==> src/rtl/vend_pkg.sv <==
// Shared vending definitions: entry-stage states, coin codes and the FSM price states.
package vend_pkg;

  typedef enum logic [1:0] {
    IDLE    = 2'b00,
    COLLECT = 2'b01,
    ISSUE   = 2'b10,
    HOLD    = 2'b11
  } entry_state_t;

  localparam logic [1:0] COIN_NONE = 2'b00;
  localparam logic [1:0] COIN_ONE  = 2'b01;
  localparam logic [1:0] COIN_TWO  = 2'b10;

  // Price states tracked by the downstream vending FSM.
  localparam logic [1:0] PRICE_ZERO    = 2'b00;
  localparam logic [1:0] PRICE_QUARTER = 2'b01;
  localparam logic [1:0] PRICE_HALF    = 2'b10;

endpackage

==> src/rtl/coin_entry_ctrl_if.sv <==
// Request/status bundle between the coin entry stage and the vending FSM.
interface coin_entry_ctrl_if;
  logic [1:0] Coin_insert;
  logic       C_A;
  logic       S_A;
  logic       BTN_sensor;
  logic       refund_pulse;
  logic       reject_pulse;
  logic       vend_busy;

  modport master (
    output Coin_insert, C_A, S_A, BTN_sensor, refund_pulse, reject_pulse,
    input  vend_busy
  );

  modport slave (
    input  Coin_insert, C_A, S_A, BTN_sensor, refund_pulse, reject_pulse,
    output vend_busy
  );
endinterface

==> src/rtl/btn_debounce.sv <==
// Button front end: 2-FF synchroniser, debounce counter, debounced rising-edge pulse.
module btn_debounce #(
  parameter int unsigned DEB_CYCLES = 2
) (
  input  logic slow_CLK,
  input  logic RST,
  input  logic btn,
  output logic evt
);
  localparam int unsigned CW = $clog2(DEB_CYCLES + 1);

  logic          sync1, sync2, level, level_d;
  logic [CW-1:0] cnt;

  // Level flips on the sample after DEB_CYCLES differing samples, so a pulse of
  // DEB_CYCLES samples or fewer never reaches the level.
  always_ff @(posedge slow_CLK or posedge RST) begin
    if (RST) begin
      sync1   <= 1'b0;
      sync2   <= 1'b0;
      level   <= 1'b0;
      level_d <= 1'b0;
      cnt     <= '0;
    end else begin
      sync1   <= btn;
      sync2   <= sync1;
      level_d <= level;
      if (sync2 != level) begin
        if (cnt == CW'(DEB_CYCLES)) begin
          level <= sync2;
          cnt   <= '0;
        end else begin
          cnt <= cnt + CW'(1);
        end
      end else begin
        cnt <= '0;
      end
    end
  end

  assign evt = level & ~level_d;
endmodule

==> src/rtl/coin_entry_ctrl.sv <==
// Coin entry stage: debounced buttons feed credit/selection accumulation and
// the request / refund / reject pulses for the vending FSM.
module coin_entry_ctrl
  import vend_pkg::*;
#(
  parameter int unsigned DEB_CYCLES = 2,
  parameter int unsigned TIMEOUT    = 100,
  parameter int unsigned HOLDOFF    = 7
) (
  input  logic slow_CLK,
  input  logic RST,
  input  logic coin_btn,
  input  logic cand_btn,
  input  logic soda_btn,
  input  logic conf_btn,
  input  logic canc_btn,
  coin_entry_ctrl_if.master bus
);
  localparam int unsigned TW = $clog2(TIMEOUT + 1);
  localparam int unsigned HW = $clog2(HOLDOFF + 1);

  logic coin_ev, cand_ev, soda_ev, conf_ev, canc_ev;

  btn_debounce #(.DEB_CYCLES(DEB_CYCLES)) u_coin (.slow_CLK(slow_CLK), .RST(RST), .btn(coin_btn), .evt(coin_ev));
  btn_debounce #(.DEB_CYCLES(DEB_CYCLES)) u_cand (.slow_CLK(slow_CLK), .RST(RST), .btn(cand_btn), .evt(cand_ev));
  btn_debounce #(.DEB_CYCLES(DEB_CYCLES)) u_soda (.slow_CLK(slow_CLK), .RST(RST), .btn(soda_btn), .evt(soda_ev));
  btn_debounce #(.DEB_CYCLES(DEB_CYCLES)) u_conf (.slow_CLK(slow_CLK), .RST(RST), .btn(conf_btn), .evt(conf_ev));
  btn_debounce #(.DEB_CYCLES(DEB_CYCLES)) u_canc (.slow_CLK(slow_CLK), .RST(RST), .btn(canc_btn), .evt(canc_ev));

  entry_state_t  state, state_n;
  logic [1:0]    credit, credit_n;
  logic          ca, ca_n, sa, sa_n;
  logic [TW-1:0] tcnt, tcnt_n;
  logic [HW-1:0] hcnt, hcnt_n;
  logic          btn_q, btn_n, ref_q, ref_n, rej_q, rej_n;

  logic [1:0]    acc_credit;
  logic          acc_rej, acc_ca, acc_sa, acc_any, acc_nonempty, abort;

  always_ff @(posedge slow_CLK or posedge RST) begin
    if (RST) begin
      state  <= IDLE;
      credit <= COIN_NONE;
      ca     <= 1'b0;
      sa     <= 1'b0;
      tcnt   <= '0;
      hcnt   <= '0;
      btn_q  <= 1'b0;
      ref_q  <= 1'b0;
      rej_q  <= 1'b0;
    end else begin
      state  <= state_n;
      credit <= credit_n;
      ca     <= ca_n;
      sa     <= sa_n;
      tcnt   <= tcnt_n;
      hcnt   <= hcnt_n;
      btn_q  <= btn_n;
      ref_q  <= ref_n;
      rej_q  <= rej_n;
    end
  end

  always_comb begin
    // Coin/selection result if this cycle's entry events were accepted.
    acc_credit = credit;
    acc_rej    = 1'b0;
    acc_ca     = ca;
    acc_sa     = sa;
    if (coin_ev) begin
      if (credit == COIN_TWO) acc_rej = 1'b1;
      else                    acc_credit = credit + 2'd1;
    end
    if (cand_ev && !soda_ev) begin
      acc_ca = 1'b1;
      acc_sa = 1'b0;
    end else if (soda_ev && !cand_ev) begin
      acc_sa = 1'b1;
      acc_ca = 1'b0;
    end
    acc_any      = coin_ev | cand_ev | soda_ev;
    acc_nonempty = (acc_credit != COIN_NONE) || acc_ca || acc_sa;

    state_n  = state;
    credit_n = credit;
    ca_n     = ca;
    sa_n     = sa;
    tcnt_n   = tcnt;
    hcnt_n   = hcnt;
    btn_n    = 1'b0;
    ref_n    = 1'b0;
    rej_n    = 1'b0;
    abort    = 1'b0;

    case (state)
      IDLE, COLLECT: begin
        if (canc_ev) begin
          abort = (state == COLLECT);
        end else if (conf_ev && !bus.vend_busy) begin
          state_n = ISSUE;
          btn_n   = 1'b1;
        end else if (acc_any) begin
          credit_n = acc_credit;
          ca_n     = acc_ca;
          sa_n     = acc_sa;
          rej_n    = acc_rej;
          tcnt_n   = '0;
          state_n  = acc_nonempty ? COLLECT : state;
        end else if (state == COLLECT) begin
          if (tcnt == TW'(TIMEOUT - 1)) abort = 1'b1;
          else                          tcnt_n = tcnt + TW'(1);
        end
      end
      ISSUE: begin
        credit_n = COIN_NONE;
        ca_n     = 1'b0;
        sa_n     = 1'b0;
        hcnt_n   = HW'(HOLDOFF - 1);
        state_n  = HOLD;
      end
      HOLD: begin
        credit_n = acc_credit;
        ca_n     = acc_ca;
        sa_n     = acc_sa;
        rej_n    = acc_rej;
        if (hcnt == '0) begin
          state_n = acc_nonempty ? COLLECT : IDLE;
          tcnt_n  = '0;
        end else begin
          hcnt_n = hcnt - HW'(1);
        end
      end
      default: state_n = IDLE;
    endcase

    // Cancel and timeout share one exit path.
    if (abort) begin
      ref_n    = (credit != COIN_NONE);
      credit_n = COIN_NONE;
      ca_n     = 1'b0;
      sa_n     = 1'b0;
      tcnt_n   = '0;
      state_n  = IDLE;
    end
  end

  assign bus.Coin_insert  = credit;
  assign bus.C_A          = ca;
  assign bus.S_A          = sa;
  assign bus.BTN_sensor   = btn_q;
  assign bus.refund_pulse = ref_q;
  assign bus.reject_pulse = rej_q;
endmodule

==> src/flat_wrapper.sv <==
// flat-port wrapper written by rule: the top's interface ports become plain ports
module coin_entry_ctrl_flat import vend_pkg::*;
#(
  parameter int unsigned DEB_CYCLES = 2,
  parameter int unsigned TIMEOUT    = 100,
  parameter int unsigned HOLDOFF    = 7
)
  (slow_CLK, RST, coin_btn, cand_btn, soda_btn, conf_btn, canc_btn, bus_Coin_insert, bus_C_A, bus_S_A, bus_BTN_sensor, bus_refund_pulse, bus_reject_pulse, bus_vend_busy);
  coin_entry_ctrl_if bus_i ();
  input  logic slow_CLK;
  input  logic RST;
  input  logic coin_btn;
  input  logic cand_btn;
  input  logic soda_btn;
  input  logic conf_btn;
  input  logic canc_btn;
  output wire logic [$bits(bus_i.Coin_insert)-1:0] bus_Coin_insert;
  output wire logic [$bits(bus_i.C_A)-1:0] bus_C_A;
  output wire logic [$bits(bus_i.S_A)-1:0] bus_S_A;
  output wire logic [$bits(bus_i.BTN_sensor)-1:0] bus_BTN_sensor;
  output wire logic [$bits(bus_i.refund_pulse)-1:0] bus_refund_pulse;
  output wire logic [$bits(bus_i.reject_pulse)-1:0] bus_reject_pulse;
  input wire logic [$bits(bus_i.vend_busy)-1:0] bus_vend_busy;
  assign bus_Coin_insert = bus_i.Coin_insert;
  assign bus_C_A = bus_i.C_A;
  assign bus_S_A = bus_i.S_A;
  assign bus_BTN_sensor = bus_i.BTN_sensor;
  assign bus_refund_pulse = bus_i.refund_pulse;
  assign bus_reject_pulse = bus_i.reject_pulse;
  assign bus_i.vend_busy = bus_vend_busy;
  coin_entry_ctrl #(.DEB_CYCLES(DEB_CYCLES), .TIMEOUT(TIMEOUT), .HOLDOFF(HOLDOFF)) u_core (.slow_CLK(slow_CLK), .RST(RST), .coin_btn(coin_btn), .cand_btn(cand_btn), .soda_btn(soda_btn), .conf_btn(conf_btn), .canc_btn(canc_btn), .bus(bus_i));
endmodule
==> config.mk <==
export PLATFORM = sky130hd
export DESIGN_NAME = coin_entry_ctrl_flat
export DESIGN_NICKNAME = d
export VERILOG_FILES = /design/src/rtl/vend_pkg.sv /design/src/rtl/coin_entry_ctrl_if.sv /design/src/rtl/btn_debounce.sv /design/src/rtl/coin_entry_ctrl.sv /design/src/flat_wrapper.sv
export SDC_FILE = /design/constraint.sdc
export NUM_CORES = 1
export LEC_CHECK = 0
export CELL_PAD_IN_SITES_DETAIL_PLACEMENT = 1
export CELL_PAD_IN_SITES_GLOBAL_PLACEMENT = 1
export CORE_MARGIN = 4
export CORE_UTILIZATION = 50
export DETAILED_ROUTE_END_ITERATION = 8
export HOLD_SLACK_MARGIN = 0.15
export PLACE_DENSITY = 0.82
export SYNTH_ARGS = -nofsm -noshare
export SYNTH_HDL_FRONTEND = slang
export SYNTH_SLANG_ARGS = --single-unit
==> constraint.sdc <==
create_clock -name slow_CLK -period 3.8 [get_ports slow_CLK]
set_input_delay 0.38 -clock slow_CLK [delete_from_list [all_inputs] [get_ports slow_CLK]]
set_output_delay 0.38 -clock slow_CLK [all_outputs]
set_load 0.005 [all_outputs]
==> impl_metrics.tcl <==
set metrics [dict create \
    worstPathArrival_ns 2.42 \
    ys_top_cells_by_area "dfrtp_1, ha_1, nand2_1, nand2b_1, mux2_2" \
    cts_htree_levels 2 \
    hp-start "u_core.u_cand.sync1$_DFF_PP0_" \
    ys.flop_type "dfrtp_1" \
    maxCapViolCount 0 \
    synth_edf_count 0 \
    min_path_cells 0 \
    dp_hpwl_mm 3.32 \
    ys_ff_latch 49 \
    required_ns 3.98 \
    crit_chain "clkdlybuf4s50_1, or3b_4, o311a_4, a211oi_2, or2b_1, o22ai_1" \
    yosys_warnings 0 \
    synth_common_cells "dfrtp_1, nand2_1, nand2b_1, o21ai_0" \
    slew_viol_final 0 \
    layout-area-overhead-vs-synth_pct 13.1 \
    path_clk_slew_ns 0.09 \
    cts-root-buf "clkbuf_8" \
    drive_above_1_share_pct 11.0 \
    drtIter0Drc 89 \
    max_freq_ghz 0.446 \
    grt_max_degree 50 \
    min_period_ns 2.24 \
    cts_tree "built" \
    fill_cells 434 \
    start_util_pct 53.2 \
    grt_overflow 0 \
    viasPerCell 5.84 \
    critPathMaxStageDelay_ns 0.60 \
    drtAntennaViolNets 0 \
    ff2ff_path_depth 5 \
    grt_pass1_vias 1676 \
    holdWs_ns 0.361 \
    cts_setup_buffers 0 \
    firstDrtPassIters 4 \
    clockBufferDepth 2 \
    place_worst_setup_slack_ns 1.26 \
    crit_path_end_kind "flip-flop" \
    numCtsBuffers 5 \
    fin_crit_sh_pct 59.1 \
    yosys.area.top_type_share_pct 56.0 \
    finalWirelength_mm 4.77 \
    coreArea_mm2 0.00412 \
    setup_ws_ns 1.56 \
    yosysSeqAreaShare_pct 56.0 \
    power.density_mw_per_mm2 815 \
    die_area_mm2 0.00550 \
    critPathCapture "u_core.tcnt[4]$_DFFE_PP0P_" \
    slew-limit-headroom_pct 33.5 \
    nets 223 \
    stdcell_count 260 \
    synth_area_per_cell_um2 11.5 \
    io_pins 15 \
    fp.dieH_um 74.2 \
    antennaDiodeCount 0 \
    rr_endpoint "u_core.tcnt[4]$_DFFE_PP0P_" \
    outcome "finished clean" \
    yosysTopAreaCell "dfrtp_1" \
    antenna_found_initial 0 \
    post_cts_resize_count 0 \
    holdBufCountCts 0 \
    drc 0 \
    utilization_pct 60.2 \
    dp_cells 252 \
    async_flop_share_pct 100 \
    tns_ns 0 \
    hold_path_class "flip-flop to flip-flop" \
    io_buffers 14 \
    critPathLaunch "bus_vend_busy" \
    multi_input_area_um2 920 \
    dieWidth_um 74.2 \
    cts_sinks 49 \
    place_congestion 0.738 \
    syn_inst 191 \
    total_leakage_power_nw 1.03 \
    rsz0062_at_grt "false" \
    rows 23 \
    worstMarginPinSlew_ns 0.997 \
    finalSetupViolations 0 \
    syn_nets 205 \
    wire_per_inst_um 18.4 \
    clock_latency_ns 0.31 \
    start_kind "input pin" \
    clock-skew-final_ns 0.0133 \
    syn_area_mm2 0.00219 \
    critPathKind "input pin to flip-flop" \
    synth_most_common_cell "dfrtp_1" \
    grt_use_total_pct 19.9 \
    crit_path_max_fanout 11 \
    r2r_slack_ns 1.58 \
    grt_first_pass_wirelength_mm 8.14 \
    r2r-start "u_core.state[1]$_DFFE_PP0P_" \
    synth_cell_types 44 \
    hold_viol 0 \
    ir_worst_vdd_mv 0.405 \
    ff_latch_area_mm2 0.00123 \
    vias 1518 \
    crit_path_top_delay_cell "a211oi_2" \
]
[layout make-up]
cell class,count,share of cell area [%]
clock inverter,2,0.707
clock buffer,6,3.33
timing repair buffer,14,5.65
tap,50,2.52
sequential,49,49.5
inverter,8,1.21
multi-input combinational,131,37.1
[layout by cell type (no fill, tap or decap), types with 2 or more instances in the layout]
cell,count
a21oi_1,4
a22oi_1,2
clkbuf_8,6
clkdlybuf4s50_1,14
dfrtp_1,49
ha_1,6
inv_1,7
mux2_2,5
nand2_1,18
nand2b_1,10
nand3_1,7
nor2_1,4
nor2b_1,9
nor3_1,9
nor3b_1,5
o2111ai_1,3
o211ai_1,2
o21ai_0,10
o21ai_1,3
o221ai_1,2
o22ai_1,2
or3_1,4
xnor2_1,5
[per-stage QoR]
stage	instance area (um2)	power (W)
after floorplan	2190	0.00143
after global placement	2380	0.00158
after detailed placement	2380	0.00168
after CTS	2480	0.00203
after global routing	2480	0.00217
final	2480	0.00202
[flip-flops by register name, indices dropped and copies added (netlist names), 2 cells and up]
name,flops
u_core.tcnt,7
u_core.hcnt,3
u_core.bus.Coin_insert,2
u_core.state,2
u_core.u_canc.cnt,2
u_core.u_cand.cnt,2
u_core.u_coin.cnt,2
u_core.u_conf.cnt,2
u_core.u_soda.cnt,2
[worst min path at each step]
| stage | endpoint |
|---|---|
| floorplan | u_core.u_canc.sync2$_DFF_PP0_ |
| global placement | u_core.u_soda.sync2$_DFF_PP0_ |
| detailed placement | u_core.u_conf.sync2$_DFF_PP0_ |
| CTS | u_core.u_canc.sync2$_DFF_PP0_ |
| global route | u_core.u_conf.sync2$_DFF_PP0_ |
| finish | u_core.u_cand.sync2$_DFF_PP0_ |
[report_power, final]
part	total [W]	internal, W	switching (W)
sequential	0.000860	0.000683	0.000177
combinational	0.000822	0.000372	0.000450
clock	0.000337	0.000151	0.000186
total	0.00202	0.00121	0.000812
[cells by family (layout without fill, tap and decap cells)]
group / after synthesis / in the layout / synth area share [%]
buffers and inverters: 11 / 30 / 2.06
and+or+nand+nor: 75 / 75 / 19.9
adders and majority gates: 6 / 6 / 3.43
DFF: 49 / 49 / 56.0
muxes: 5 / 5 / 2.57
xor gates and xnor gates: 5 / 5 / 2.00
AOI/OAI and AO/OA: 40 / 40 / 14.0
[metal layers]
metal | up-vias | track usage, % | wire length, um
met5 | - | 0 | 0
met4 | 0 | 8.25 | 110
met3 | 11 | 4.59 | 141
met2 | 24 | 35.9 | 2510
met1 | 770 | 22.5 | 2010
li1 | 713 | - | -
[critical path: cells and delay by family]
kind                   cells  cell delay, ns
buffers and inverters      1            0.45
AND/OR/NAND/NOR            2            0.71
AO/OA/AOI/OAI              3            0.88
No activity file was read; power rests on OpenSTA's default activity.
